<file path="config.mk">
export PLATFORM = sky130hd
export DESIGN_NAME = calc_entry
export DESIGN_NICKNAME = d
export VERILOG_FILES = /design/src/rtl/calc_entry.sv
export SDC_FILE = /design/constraint.sdc
export NUM_CORES = 1
export LEC_CHECK = 0
export CAP_MARGIN = 0
export CORE_MARGIN = 4
export CORE_UTILIZATION = 51
export CTS_CLUSTER_SIZE = 20
export DETAILED_ROUTE_END_ITERATION = 6
export HOLD_SLACK_MARGIN = 0.03
export PLACE_DENSITY = 0.75
export SETUP_SLACK_MARGIN = 0.15
export SLEW_MARGIN = 20
export SYNTH_ARGS = -nofsm -noshare
export SYNTH_HDL_FRONTEND = slang
export SYNTH_SLANG_ARGS = --single-unit
</file>
<file path="constraint.sdc">
create_clock -name clk -period 1.85 [get_ports clk]
set_input_delay 0.185 -clock clk [delete_from_list [all_inputs] [get_ports clk]]
set_output_delay 0.185 -clock clk [all_outputs]
set_load 0.05 [all_outputs]
</file>
<file path="src/rtl/calc_entry.sv">
// Operand-entry front end for the 4-bit calculator.
// Debounces next/clear buttons and steps A, B, operator, show.
module calc_entry_db #(
  parameter int unsigned N = 4
) (
  input  logic clk,
  input  logic rst_n,
  input  logic raw,
  output logic press
);
  localparam int unsigned CW = (N > 1) ? $clog2(N) : 1;
  localparam logic [CW-1:0] LAST = CW'(N - 1);

  logic          s1;
  logic          s2;
  logic          stable;
  logic          stable_d;
  logic [CW-1:0] cnt;

  always_ff @(posedge clk or negedge rst_n) begin
    if (!rst_n) begin
      s1       <= 1'b0;
      s2       <= 1'b0;
      stable   <= 1'b0;
      stable_d <= 1'b0;
      cnt      <= '0;
      press    <= 1'b0;
    end else begin
      s1       <= raw;
      s2       <= s1;
      stable_d <= stable;
      press    <= stable & ~stable_d;
      if (s2 == stable) begin
        cnt <= '0;
      end else if (cnt == LAST) begin
        stable <= s2;
        cnt    <= '0;
      end else begin
        cnt <= cnt + CW'(1);
      end
    end
  end
endmodule

module calc_entry #(
  parameter int unsigned DB_CYCLES = 50000
) (
  input  logic       clk,
  input  logic       rst_n,
  input  logic [3:0] sw,
  input  logic       btn_next,
  input  logic       btn_clear,
  output logic [3:0] a,
  output logic [3:0] b,
  output logic [1:0] operator,
  output logic [1:0] stage,
  output logic       result_valid,
  output logic       err
);
  typedef enum logic [1:0] {
    A_IN  = 2'b00,
    B_IN  = 2'b01,
    OP_IN = 2'b10,
    SHOW  = 2'b11
  } state_t;

  state_t state;
  logic   nxt_p;
  logic   clr_p;

  calc_entry_db #(.N(DB_CYCLES)) u_db_next (
    .clk   (clk),
    .rst_n (rst_n),
    .raw   (btn_next),
    .press (nxt_p)
  );

  calc_entry_db #(.N(DB_CYCLES)) u_db_clear (
    .clk   (clk),
    .rst_n (rst_n),
    .raw   (btn_clear),
    .press (clr_p)
  );

  assign stage = state;

  always_ff @(posedge clk or negedge rst_n) begin
    if (!rst_n) begin
      state        <= A_IN;
      a            <= '0;
      b            <= '0;
      operator     <= 2'b01;
      result_valid <= 1'b0;
      err          <= 1'b0;
    end else begin
      err <= 1'b0;
      if (clr_p) begin
        state        <= A_IN;
        a            <= '0;
        b            <= '0;
        operator     <= 2'b01;
        result_valid <= 1'b0;
      end else if (nxt_p) begin
        unique case (state)
          A_IN: begin
            a     <= sw;
            state <= B_IN;
          end
          B_IN: begin
            b     <= sw;
            state <= OP_IN;
          end
          OP_IN: begin
            // divide by zero is refused; stay so the user can retry
            if (sw[1:0] == 2'b00 && b == 4'd0) begin
              err <= 1'b1;
            end else begin
              operator     <= sw[1:0];
              state        <= SHOW;
              result_valid <= 1'b1;
            end
          end
          SHOW: begin
            state        <= A_IN;
            result_valid <= 1'b0;
          end
          default: state <= A_IN;
        endcase
      end
    end
  end
endmodule

</file>
### After elaboration in Yosys (flattened, before gate mapping)

Index checks and enable logic that the tools add are counted.

* bitwise logic cells: 6
* add/sub/neg operators: 2
* eq/ne operators: 9
* multiplexer cells: 26
* reduce and logical (&&, ||, !) cells: 16

Operator list (number)
* 16-bit 2-to-1 mux: 4
* 16-bit by 1-bit adder with 16-bit output, second input constant: 2
* 16-bit equality test, second input constant: 2
* 4-bit 2-to-1 mux: 6
* 2-bit 2-to-1 mux: 7
* 2-bit AND reduction: 5
* 2-bit case mux with 4 select lines: 1
* 2-bit nonzero test: 4
* 1-bit 2-to-1 mux: 7
* 3-bit AND reduction: 2
* 2-bit equality test, second input constant: 2
* 2-bit logical NOT: 2
* 4-bit logical NOT: 1
* 1-bit inverter: 4
* 3-bit by 2-bit != test with 1-bit output, second input constant: 1
* 3-bit nonzero test: 1
* 1-bit bitwise AND: 2
* 1-bit equality test: 2
* 2-bit by 1-bit equality test with 1-bit output, second input constant: 1
* 2-bit by 1-bit != test with 1-bit output, second input constant: 1
* 1-bit case mux with 2 select lines: 1
* 1-bit logical AND: 1

* output and inout port bits: 14
* bits of input ports: 8
* logic and storage cells: 77
* flip-flop bits (word level): 56

### Longest topological paths before layout

Gate-level depths: netlist of the first run.

* depth in word-level cells: 6
* gate-level depth with buffers: 6
* depth with buffers taken out: 6

### Cells and area by module

A second synthesis of the first run with hierarchy kept.

* cell total of the unflattened synthesis: 251
* area total of the unflattened synthesis: 2662.6 um2

Modules (own cells, without submodules)
* calc_entry_db: cells an instance 89, area each 967.2 um2, instances 2, seq. area each 525.5 um2
* calc_entry: cells an instance 73, area each 728.2 um2, instances 1, seq. area each 351.6 um2

### Least setup slack after synthesis of the first run

No wires, ideal clock.

* path type: register to register
* start: register u_db_clear.cnt[4]
* end: register u_db_clear.stable
* cell stages (with the launch flop): 4
* library setup time: 0.125 ns
* data arrival time: 1.763 ns
* buffers on the path: 0
* data required time: 1.725 ns
* period minus slack after synthesis: 1.888 ns
* setup slack: -0.038 ns
* cell sequence: dfrtp_1 > or4b_1 > or4_4 > mux2_4

* longest elaborated chain between the ends: 2

Ends and longest elaborated chain
* from (decl): line 18 `logic [CW-1:0] cnt;`
* from (signal assigned): line 39 `cnt <= cnt + CW'(1);`
* 16-bit equality test: line 35 `end else if (cnt == LAST) begin`
* 2-bit AND reduction (no source line)
* to (signal assigned): line 24 `stable <= 1'b0;`
* to (signal assigned): line 36 `stable <= s2;`
* to (decl): line 16 `logic stable;`

No other way between the ends.
A chain may end at the register's enable or synchronous reset.

### Worst setup path after layout of the first run

* start: register u_db_clear.cnt[12]
* end: register u_db_clear.stable

Same word-level chain as after synthesis.

==> impl_results.md, run 1 <==
- Status: complete, but fails checks
- Failing checks: negative setup slack
- Startpoint Class: register
- Final Setup Violations: 12
- Seq/Total Area, Yosys: 0.552
- Hpwl dp: 3530 um
- Post-layout min period: slightly below 2 ns
- Fin nets: around 300
- P&R area growth vs syn: 25.4%
- HP Class: input pin to async pin
- Clock Latency Late Sink: around 0.30 ns
- Req. time, crit path: just over 2 ns
- Syn_area_per_cell: 10.4 sq um
- CP Max Fanout: 3
- Worst Max-Slew Pin Slew: approximately 0.5 ns
- Critical path type: register to register
- Core area: between 4000 and 5000 sq um
- Final Slew Violations: 0
- WL/cell: 14.0 um
- Vias in the first global route: around 1900
- Cells after Synth: ~240
- Synth cell types: 33
- # port buffers: 21
- Worst vdd ir: roughly 450 uV
- Final core utilization: 0.665
- Clock Skew: between 0.015 and 0.02 ns
- Vias per cell: around 5.2
- Sw Share: 0.220
- Clock share of power: 0.320
- Fmax achieved: 0.520 GHz
- Total congestion overflow: 0
- Initial antenna violation count: 0
- First-pass GRT wire length: approximately 8500 um
- Period utilization: 1.04
- Die Wd: between 70 and 80 um
- Layout cells sized above 1: 0.212
- DR iter-0 viols: roughly 100
- DRT Wirelength: around 5000 um
- Placer Congestion: between 0.8 and 0.9
- Clock-pin slew on the worst setup and hold paths: 0.09 ns
- Rel. slew slack: 0.659
- Starting density of the core: 0.530
- Core Rows: 25
- Via count: ~1900
- Gr usage total: 0.176
- Fin area: roughly 3200 sq um
- Post-Syn Area: 2540 sq um
- Die ar.: around 6200 sq um
- Final WS setup: -0.0743 ns
- DRT Pass-1 Iters: 4
- Clock buffer depth: 2
- Ports: 22
- CTS Buf Count: 5
- CTS tree: yes
- Syn_nets: 258
- Flop pwr share: 0.631
- Max Cap Viol: 0
- CTS Root Cell: clkbuf_8
- Pre-CTS setup slack: -0.102 ns
- DP Area: around 3000 sq um
- Worst EP arrival: ~2.1 ns
- Fin. Hold Viols: 0
- Int Pwr: ~1.5 mW
- Syn. warnings: 0
- Seq cells post-synth: 56
- Leak Pwr: 1.30 nW
- Cell area power density: about 620 nW/um^2
- CP Capture Type: register
- # placed instances: roughly 340
- Switching power: around 0.44 mW
- CTS Sinks: 56
- RSZ-0062 raised after global routing: true
- Residual DRC: 0
- Die height: 78.6 um
- Number of antenna diodes: 0
- Fin cells: 359
- Final antenna-violating net count: 0
- H-Tree Depth: 2
- Largest net degree at the start of global routing: 37
- Combinational group share of total power: 0.049
-- logic make-up (layout without fill, tap and decap cells) --
group                      after synthesis  count (layout)  synth area share
and+or+nand+nor                        120             120             0.236
DFF                                     56              56             0.552
xor gates and xnor gates                31              31             0.107
AOI/OAI and AO/OA                       14              14            0.0370
buffers and inverters                   14              62            0.0241
adders and majority gates                6               6            0.0296
muxes                                    3               3            0.0143
-- layer usage --
layer	global-route usage	vias to the layer above	share of wire
li1	-	931	-
met1	0.226	893	0.45
met2	0.296	35	0.50
met3	0.0344	6	0.031
met4	0.0647	0	0.016
met5	0	-	0
-- Yosys cell counts (all sizes together) --
cell type | instances | area share
a21oi | 9 | 0.018
a31oi | 1 | 0.0025
and3 | 1 | 0.0030
buf | 2 | 0.0064
clkbuf | 3 | 0.0044
dfrtp | 55 | 0.54
dfstp | 1 | 0.010
ha | 6 | 0.030
inv | 9 | 0.013
mux2 | 2 | 0.010
mux2i | 1 | 0.0039
nand2 | 21 | 0.034
nand3 | 21 | 0.041
nand3b | 2 | 0.0059
nand4 | 6 | 0.015
nand4b | 2 | 0.0069
nor2 | 40 | 0.059
nor2b | 2 | 0.0049
nor3 | 8 | 0.016
nor4 | 10 | 0.025
nor4b | 1 | 0.0035
o21ai | 2 | 0.0039
o41ai | 2 | 0.013
or3 | 2 | 0.0049
or4 | 2 | 0.0074
or4b | 2 | 0.0094
xnor2 | 27 | 0.093
xor2 | 4 | 0.014
-- final timing paths --
kind,slack [ns],endpoint,from,cells after the start
worst max-delay path,-0.07,u_db_clear.stable$_DFFE_PN0P_,u_db_clear.cnt[12]$_DFF_PN0_,3
worst min-delay path,0.20,err$_DFF_PN0_,rst_n,2
worst max register to register,-0.07,u_db_clear.stable$_DFFE_PN0P_,u_db_clear.cnt[12]$_DFF_PN0_,3
worst min register to register,0.36,u_db_clear.s2$_DFF_PN0_,u_db_clear.s1$_DFF_PN0_,0
max in group asynchronous,1.00,b[0]$_DFFE_PN0P_,rst_n,3
min in group clk,0.32,u_db_clear.s1$_DFF_PN0_,btn_clear,1
-- area by class of cell --
| type | instances | area [sq um] |
|---|---|---|
| Multi-Input combinational cell | 174 | 1180 |
| Tap cell | 67 | 83.8 |
| Inverter | 9 | 33.8 |
| Clock buffer | 7 | 76.3 |
| Fill cell | 378 | 1600 |
| Clock inverter | 1 | 5.00 |
| Timing Repair Buffer | 45 | 400 |
| Sequential cell | 56 | 1410 |
-- power by group through the flow --
stage	clock (mW)	combinational, mW	sequential [mW]
finish	0.634	0.0964	1.25
global route	0.714	0.109	1.25
CTS	0.658	0.0920	1.25
detailed placement	0	0.0867	1.27
global placement	0	0.0843	1.27
floorplan	0	0.0325	1.27
-- worst max-delay path, cell delays in order (launching register included) --
cell and delay [ns]:
dfrtp_1 0.40, or4b_4 0.54, or4_4 0.57, mux2_4 0.31
-- per-stage QoR --
step / TNS, ns / total power [mW] / hold WS [ns]
floorplan: -0.0298 / 1.30 / -0.111
global placement: -0.00625 / 1.36 / -0.0164
detailed placement: -0.169 / 1.36 / -0.0154
CTS: -0.0771 / 2.00 / 0.195
global route: -0.827 / 2.08 / 0.198
finish: -0.136 / 1.98 / 0.198
-- flip-flops by register name (all words and copies together) (netlist names) --
| signal | count |
|---|---|
| u_db_clear.stable_d | 1 |
| u_db_next.press | 1 |
| u_db_next.stable_d | 1 |
| err | 1 |
| result_valid | 1 |
| u_db_clear.cnt | 16 |
| stage | 2 |
| u_db_next.cnt | 16 |
| u_db_clear.s2 | 1 |
| u_db_clear.press | 1 |
| u_db_next.stable | 1 |
| b | 4 |
| a | 4 |
| operator | 2 |
| u_db_next.s1 | 1 |
| u_db_clear.s1 | 1 |
| u_db_next.s2 | 1 |
| u_db_clear.stable | 1 |
-- cells in the final DEF, fill, tap and decap left out, types with 2 or more instances in the layout --
cell              n
or4_4             2
clkbuf_1          2
nor4_2            3
o41ai_4           2
nor4_1            7
nor3_1            7
a21oi_1           9
clkbuf_8          5
nand3b_1          2
buf_4            22
inv_1             8
nand3_1          20
o21ai_0           2
xnor2_1          27
dlygate4sd2_1     5
nor2_2            8
nand4b_1          2
or4b_4            2
dfrtp_1          51
xor2_1            4
dlymetal6s2s_1    6
nand4_1           6
clkdlybuf4s50_1   9
dfrtp_2           4
nor2b_1           2
ha_1              5
nor2_1           32
nand2_1          20
-- repair_timing --
| item | 4_1_cts | 5_1_grt |
|---|---|---|
| buffers inserted | 2 | 3 |
| endpoints found under the setup margin | 39 | 42 |
| hold buffers | 1 | 0 |
| endpoints found under the hold margin | 55 | 0 |
| gates resized for setup | 10 | 20 |
| pin swaps | 6 | 13 |
| gates cloned | 1 | 0 |
(Power assumes the default switching activity.)
==> run 2: changes to the inputs <==
--- a/config.mk
+++ b/config.mk
@@ -7,11 +7,11 @@
 export LEC_CHECK = 0
 export CAP_MARGIN = 0
 export CORE_MARGIN = 4
-export CORE_UTILIZATION = 51
+export CORE_UTILIZATION = 35
 export CTS_CLUSTER_SIZE = 20
 export DETAILED_ROUTE_END_ITERATION = 6
+export DONT_BUFFER_PORTS = 1
 export HOLD_SLACK_MARGIN = 0.03
-export PLACE_DENSITY = 0.75
 export SETUP_SLACK_MARGIN = 0.15
 export SLEW_MARGIN = 20
 export SYNTH_ARGS = -nofsm -noshare
==> run 2 against run 1 <==
Compared with the run above:
- fmax increased by 2.0%
- flip-flop and latch count unchanged
- critical path depth unchanged
- sequential share of layout area decreased by 0.80 points
- setup slack improved by 0.037 ns
- die area increased by 41%
- cell area increased by 1.8%
- clock skew decreased by 0.012 ns
- first-iteration DRC count increased by 11%
- hold slack improved by 0.031 ns
- the flow still finishes with violations (negative setup slack)
==> impl_results.md, run 2 (synthesis gave the netlist of run 1 again) <==
- Status: complete, but fails checks
- Failing checks: negative setup slack
- Final antenna-violating net count: 0 (unchanged)
- Residual DRC: 0 (unchanged)
- Critical path type: register to register
- Hold Startpoint: sw[0]
- HP Class: input pin to register
- Final Setup Violations: 16 (+4)
- Gr usage total: 0.129 (-0.0471)
- Clock-pin slew on the worst setup and hold paths: 0.09 ns (about the same)
- CTS tree: yes
- Crit path from: u_db_clear.cnt[5]$_DFF_PN0_
- Via count: 1833 (-1.7%)
- Worst vdd ir: 256 uV (-43%)
- DRT Pass-1 Iters: 4 (unchanged)
- Post-layout min period: 1.89 ns (-0.0372 ns)
- Fin cells: 379 (+5.6%)
- Starting density of the core: 0.368 (-0.163)
- Placer Congestion: 0.745 (-10%)
- Pre-CTS setup slack: -0.0339 ns (+0.0682 ns)
- Leak Pwr: 1.29 nW (-0.20%)
- Worst Max-Slew Pin Slew: 0.805 ns (+0.294 ns)
- Fin nets: 296 (-3.0%)
- P&R area growth vs syn: 27.7%
- Fin. Hold Viols: 0 (unchanged)
- Fmax achieved: 0.530 GHz (+2.0%)
- Startpoint Class: register
- WL/cell: 13.4 um (-4.6%)
- Commonest non-fill, non-tap cell in the layout: dfrtp_1
- # placed instances: 358 (+4.1%)
- H-Tree Depth: 2 (unchanged)
- Clock buffer depth: 2 (unchanged)
- CP Max Fanout: 4 (+1)
- Number of antenna diodes: 0 (unchanged)
- Worst hold slack: 0.229 ns (+0.0312 ns)
- Final core utilization: 0.470 (-0.196)
- # port buffers: 0 (-100%)
- CTS Root Cell: clkbuf_8
- Fin area: 3240 sq um (+1.8%)
- TNS Setup: -0.252 ns (-0.117 ns)
- Initial antenna violation count: 0 (unchanged)
- Worst EP arrival: 2.08 ns (-0.03 ns)
- Max Cap Viol: 0 (unchanged)
- DP Area: 2840 sq um (-4.2%)
- CP Capture Type: register
- DR iter-0 viols: 112 (+11%)
- Worst r2r src: u_db_clear.cnt[5]$_DFF_PN0_
- Total congestion overflow: 0 (unchanged)
- CTS Sinks: 56 (unchanged)
- First-pass GRT wire length: 9030 um (+5.8%)
- Clock Latency Late Sink: 0.30 ns (about the same)
- Period utilization: 1.02 (-0.0201)
- Registers with the most flip-flops: u_db_clear.cnt x16, u_db_next.cnt x16
- Req. time, crit path: 2.05 ns (about the same)
- Final WS setup: -0.0372 ns (+0.0372 ns)
- Die Wd: 93.2 um (+19%)
- Final Slew Violations: 0 (unchanged)
- CTS Buf Count: 5 (unchanged)
- RSZ-0062 raised after global routing: true
- Ports: 22 (unchanged)
- Vias in the first global route: 1904 (+2.8%)
- Hpwl dp: 3330 um (-5.5%)
- Core area: 6910 sq um (+44%)
- Rel. slew slack: 0.461 (-0.198)
- Core Rows: 30 (+20%)
- Total power: 2.07 mW (+4.3%)
- Largest net degree at the start of global routing: 57 (+54%)
- Die ar.: 8680 sq um (+41%)
- Die height: 93.2 um (+19%)
- Cell area power density: 637 nW/um^2 (+2.4%)
- DRT Wirelength: 5060 um (+0.70%)
- Most frequent cells in the layout: dfrtp_1, xnor2_1, nor2_1, buf_4
- Layout cells sized above 1: 0.272 (+0.0598)
- Vias per cell: 4.84 (-6.9%)
- Clock Skew: 0.00381 ns (-0.0120 ns)
-- run 2: changes by cell type in the layout (fill, tap and decap cells not counted), sizes merged --
cell | before | now
clkdlybuf4s50 | 9 | 0
dlygate4sd3 | 1 | 7
dlymetal6s2s | 6 | 0
dlygate4sd2 | 5 | 0
buf | 24 | 28
clkbuf | 7 | 8
clkinv | 1 | 0
nand2 | 21 | 22
-- run 2: cell type report --
class	instances	area [sq um]
Inverter	9	33.8
Tap cell	96	120
Sequential cell	56	1410
Fill cell	669	3660
Multi-Input combinational cell	175	1270
Clock buffer	8	100
Timing Repair Buffer	35	315
-- run 2: final timing paths --
kind / end / slack, ns / cells after the start
max: u_db_clear.stable$_DFFE_PN0P_ / -0.04 / 3
min: err$_DFF_PN0_ / 0.23 / 3
max reg2reg: u_db_clear.stable$_DFFE_PN0P_ / -0.04 / 3
min reg2reg: u_db_clear.s2$_DFF_PN0_ / 0.35 / 0
max in group asynchronous: operator[0]$_DFFE_PN1P_ / 1.18 / 2
min in group asynchronous: b[2]$_DFFE_PN0P_ / 0.40 / 2
-- run 2: timing repair --
| item | 4_1_cts | 5_1_grt |
|---|---|---|
| buffers inserted | 2 | 1 |
| cloned | 1 | 1 |
| hold buffers | 8 | 0 |
| setup endpoints to repair | 29 | 37 |
| endpoints found under the hold margin | 68 | 0 |
| resized for setup | 6 | 34 |
| pin swaps | 4 | 13 |
-- run 2: critical path, cell delays in order, from the launching register on --
cell and delay (ns):
dfrtp_1 0.38, or4b_1 0.52, or4_4 0.57, mux2_4 0.31
-- run 2: metal layers --
metal / vias up / global-route usage / share of wire
met1: 896 / 0.169 / 0.46
li1: 906 / - / -
met3: 8 / 0.0282 / 0.032
met5: - / 0 / 0
met2: 23 / 0.210 / 0.49
met4: 0 / 0.0476 / 0.015
-- run 2: where the power goes --
part           internal, mW  total, mW  switching (mW)  leakage [nW]
Clock                 0.342      0.713           0.371        0.0515
Sequential             1.24       1.25          0.0132         0.710
Combinational        0.0410      0.101          0.0602         0.532
==> run 3: changes to the inputs <==
==> constraint.sdc (replaced) <==
create_clock -name clk -period 1.7 [get_ports clk]
set_input_delay 0.17 -clock clk [delete_from_list [all_inputs] [get_ports clk]]
set_output_delay 0.17 -clock clk [all_outputs]
set_load 0.05 [all_outputs]
==> run 3 against run 2 <==
Compared with the run above:
- the run still ends with negative setup slack left
- combinational power rose by 19%
- routed wire length rose by 3.3%
- fmax fell by 0.31%
- critical path type unchanged
- critical endpoint unchanged
- largest power group unchanged
- highest routed layer unchanged
==> impl_results.md, run 3 (synthesis gave the netlist of run 1 again) <==
- Status: complete, but fails checks
- Failing checks: negative setup slack
- First-pass GRT wire length: 8670 um (-3.9%)
- P&R area growth vs syn: 33.1%
- Total congestion overflow: 0 (unchanged)
- Fin. Hold Viols: 0 (unchanged)
- Gr usage total: 0.123 (-0.00609)
- Via count: 1890 (+3.1%)
- Clock Skew: 0.0109 ns (+0.00712 ns)
- Die ar.: 8680 sq um (unchanged)
- CTS Sinks: 56 (unchanged)
- Registers with the most flip-flops: u_db_clear.cnt x16, u_db_next.cnt x16
- # port buffers: 0 (unchanged)
- CTS Buf Count: 5 (unchanged)
- Req. time, crit path: 1.90 ns (-0.15 ns)
- Crit path cell chain: or4b_4 -> or4_4 -> mux2_4
- Number of antenna diodes: 0 (unchanged)
- Hpwl dp: 3440 um (+3.1%)
- Most frequent cells in the layout: dfrtp_1, buf_4, xnor2_1, nor2_1, nand2_1
- Delay-heaviest family, CP: simple AND/OR/NAND/NOR gates
- Clock Latency Late Sink: 0.31 ns (about the same)
- Final Slew Violations: 0 (unchanged)
- Max Cap Viol: 0 (unchanged)
- CP Capture Type: register
- DRT Pass-1 Iters: 4 (unchanged)
- Met2 Use GR: 0.206 (-0.00360)
- Fin cells: 395 (+4.2%)
- H-Tree Depth: 2 (unchanged)
- CP Max Fanout: 3 (-1)
- Initial antenna violation count: 0 (unchanged)
- DRT Wirelength: 5230 um (+3.3%)
- Placer Congestion: 0.788 (+5.7%)
- Slowest CP cell: or4_4
- Period utilization: 1.11 (+0.0935)
- Final Setup Violations: 17 (+1)
- Critical path's largest stage delay: 0.56 ns (about the same)
- Cell area power density: 692 nW/um^2 (+8.7%)
- RSZ-0062 raised after global routing: true
- GR Util met1: 0.161 (-0.00788)
- Vias per cell: 4.78 (-1.1%)
- Clock buffer depth: 2 (unchanged)
- Met3 Use GR: 0.0217 (-0.00644)
- Buf+Inv Stages, Crit Path: 0 (unchanged)
- CTS tree: yes
- Vias in the first global route: 1911 (+0.37%)
- Starting density of the core: 0.368 (unchanged)
- Die Wd: 93.2 um (unchanged)
- HP Class: input pin to register
- Layout cells sized above 1: 0.304 (+0.0323)
- Commonest non-fill, non-tap cell in the layout: dfrtp_1
- CTS Root Cell: clkbuf_8
- Worst Max-Slew Pin Slew: 0.464 ns (-0.341 ns)
- Die height: 93.2 um (unchanged)
- Post-layout min period: 1.89 ns (+0.00591 ns)
- Pre-CTS setup slack: -0.187 ns (-0.153 ns)
- Core area: 6910 sq um (unchanged)
- Final antenna-violating net count: 0 (unchanged)
- Residual DRC: 0 (unchanged)
- Leak Pwr: 1.37 nW (+5.8%)
- Startpoint Class: register
- Rel. slew slack: 0.691 (+0.229)
- # placed instances: 368 (+2.8%)
- Ports: 22 (unchanged)
- Fmax achieved: 0.528 GHz (-0.31%)
- DR iter-0 viols: 73 (-35%)
- Worst vdd ir: 372 uV (+45%)
- Final WS setup: -0.193 ns (-0.156 ns)
- Gr busiest metal: met2
- Core Rows: 30 (unchanged)
- Clock-pin slew on the worst setup and hold paths: 0.09 ns (about the same)
- Critical path type: register to register
- Largest net degree at the start of global routing: 57 (unchanged)
- WL/cell: 13.2 um (-0.92%)
- Worst EP arrival: 2.09 ns (about the same)
- Fin nets: 312 (+5.4%)
[run 3: through the flow]
stage / utilization / setup TNS [ns] / total power, mW / area (sq um) / hold slack [ns]
floorplan: - / -1.59 / 1.42 / 2590 / -0.126
global placement: 0.424 / -1.70 / 1.43 / 2930 / -0.124
detailed placement: 0.424 / -2.12 / 1.44 / 2930 / -0.124
CTS: 0.466 / -2.33 / 2.36 / 3220 / 0.174
global route: 0.489 / -3.12 / 2.44 / 3380 / 0.187
finish: 0.489 / -2.15 / 2.34 / 3380 / 0.196
[run 3: repair_timing]
item                                   in CTS  in global routing
setup endpoints to repair                  37                 38
pin swaps                                  12                  5
buffers inserted                            2                  8
resized for setup                          16                 23
hold buffers                                8                  0
gates cloned                                1                  0
endpoints found under the hold margin      68                  0
[run 3: worst reg2reg max path: stages, from the launching register on]
cell	delay (ns)
dfrtp_1	0.39
or4b_4	0.53
or4_4	0.56
mux2_4	0.31
[run 3: per-layer routing]
metal | wire (um) | part of all wire | vias to the layer above
met4 | 69 | 0.013 | 0
met1 | 2450 | 0.47 | 930
met3 | 118 | 0.023 | 7
met5 | 0 | 0 | -
li1 | - | - | 935
met2 | 2590 | 0.50 | 18
[run 3: worst paths after layout]
check                      slack [ns]  cells after the start                          from                             to
min                              0.20                      3                         sw[0]                  err$_DFF_PN0_
max in group asynchronous        1.05                      2                         rst_n        operator[0]$_DFFE_PN1P_
max reg2reg                     -0.19                      3  u_db_clear.cnt[12]$_DFF_PN0_  u_db_clear.stable$_DFFE_PN0P_
min reg2reg                      0.35                      0        u_db_next.s1$_DFF_PN0_         u_db_next.s2$_DFF_PN0_
min in group asynchronous        0.38                      2                         rst_n               a[0]$_DFFE_PN0P_
max                             -0.19                      3  u_db_clear.cnt[12]$_DFF_PN0_  u_db_clear.stable$_DFFE_PN0P_
[run 3: area by class of cell]
type	count	area [sq um]
well taps	96	120
flip-flops and latches	56	1410
multi-input cells	174	1270
inverters	9	33.8
clock buffers	7	76.3
clock inverters	1	30.0
repair buffers	52	439
fillers	645	3530
[run 3: power by group]
| part | total, mW | internal (mW) | switching, mW |
|---|---|---|---|
| registers | 1.36 | 1.35 | 0.0155 |
| logic | 0.120 | 0.0521 | 0.0680 |
| clock network | 0.856 | 0.442 | 0.415 |
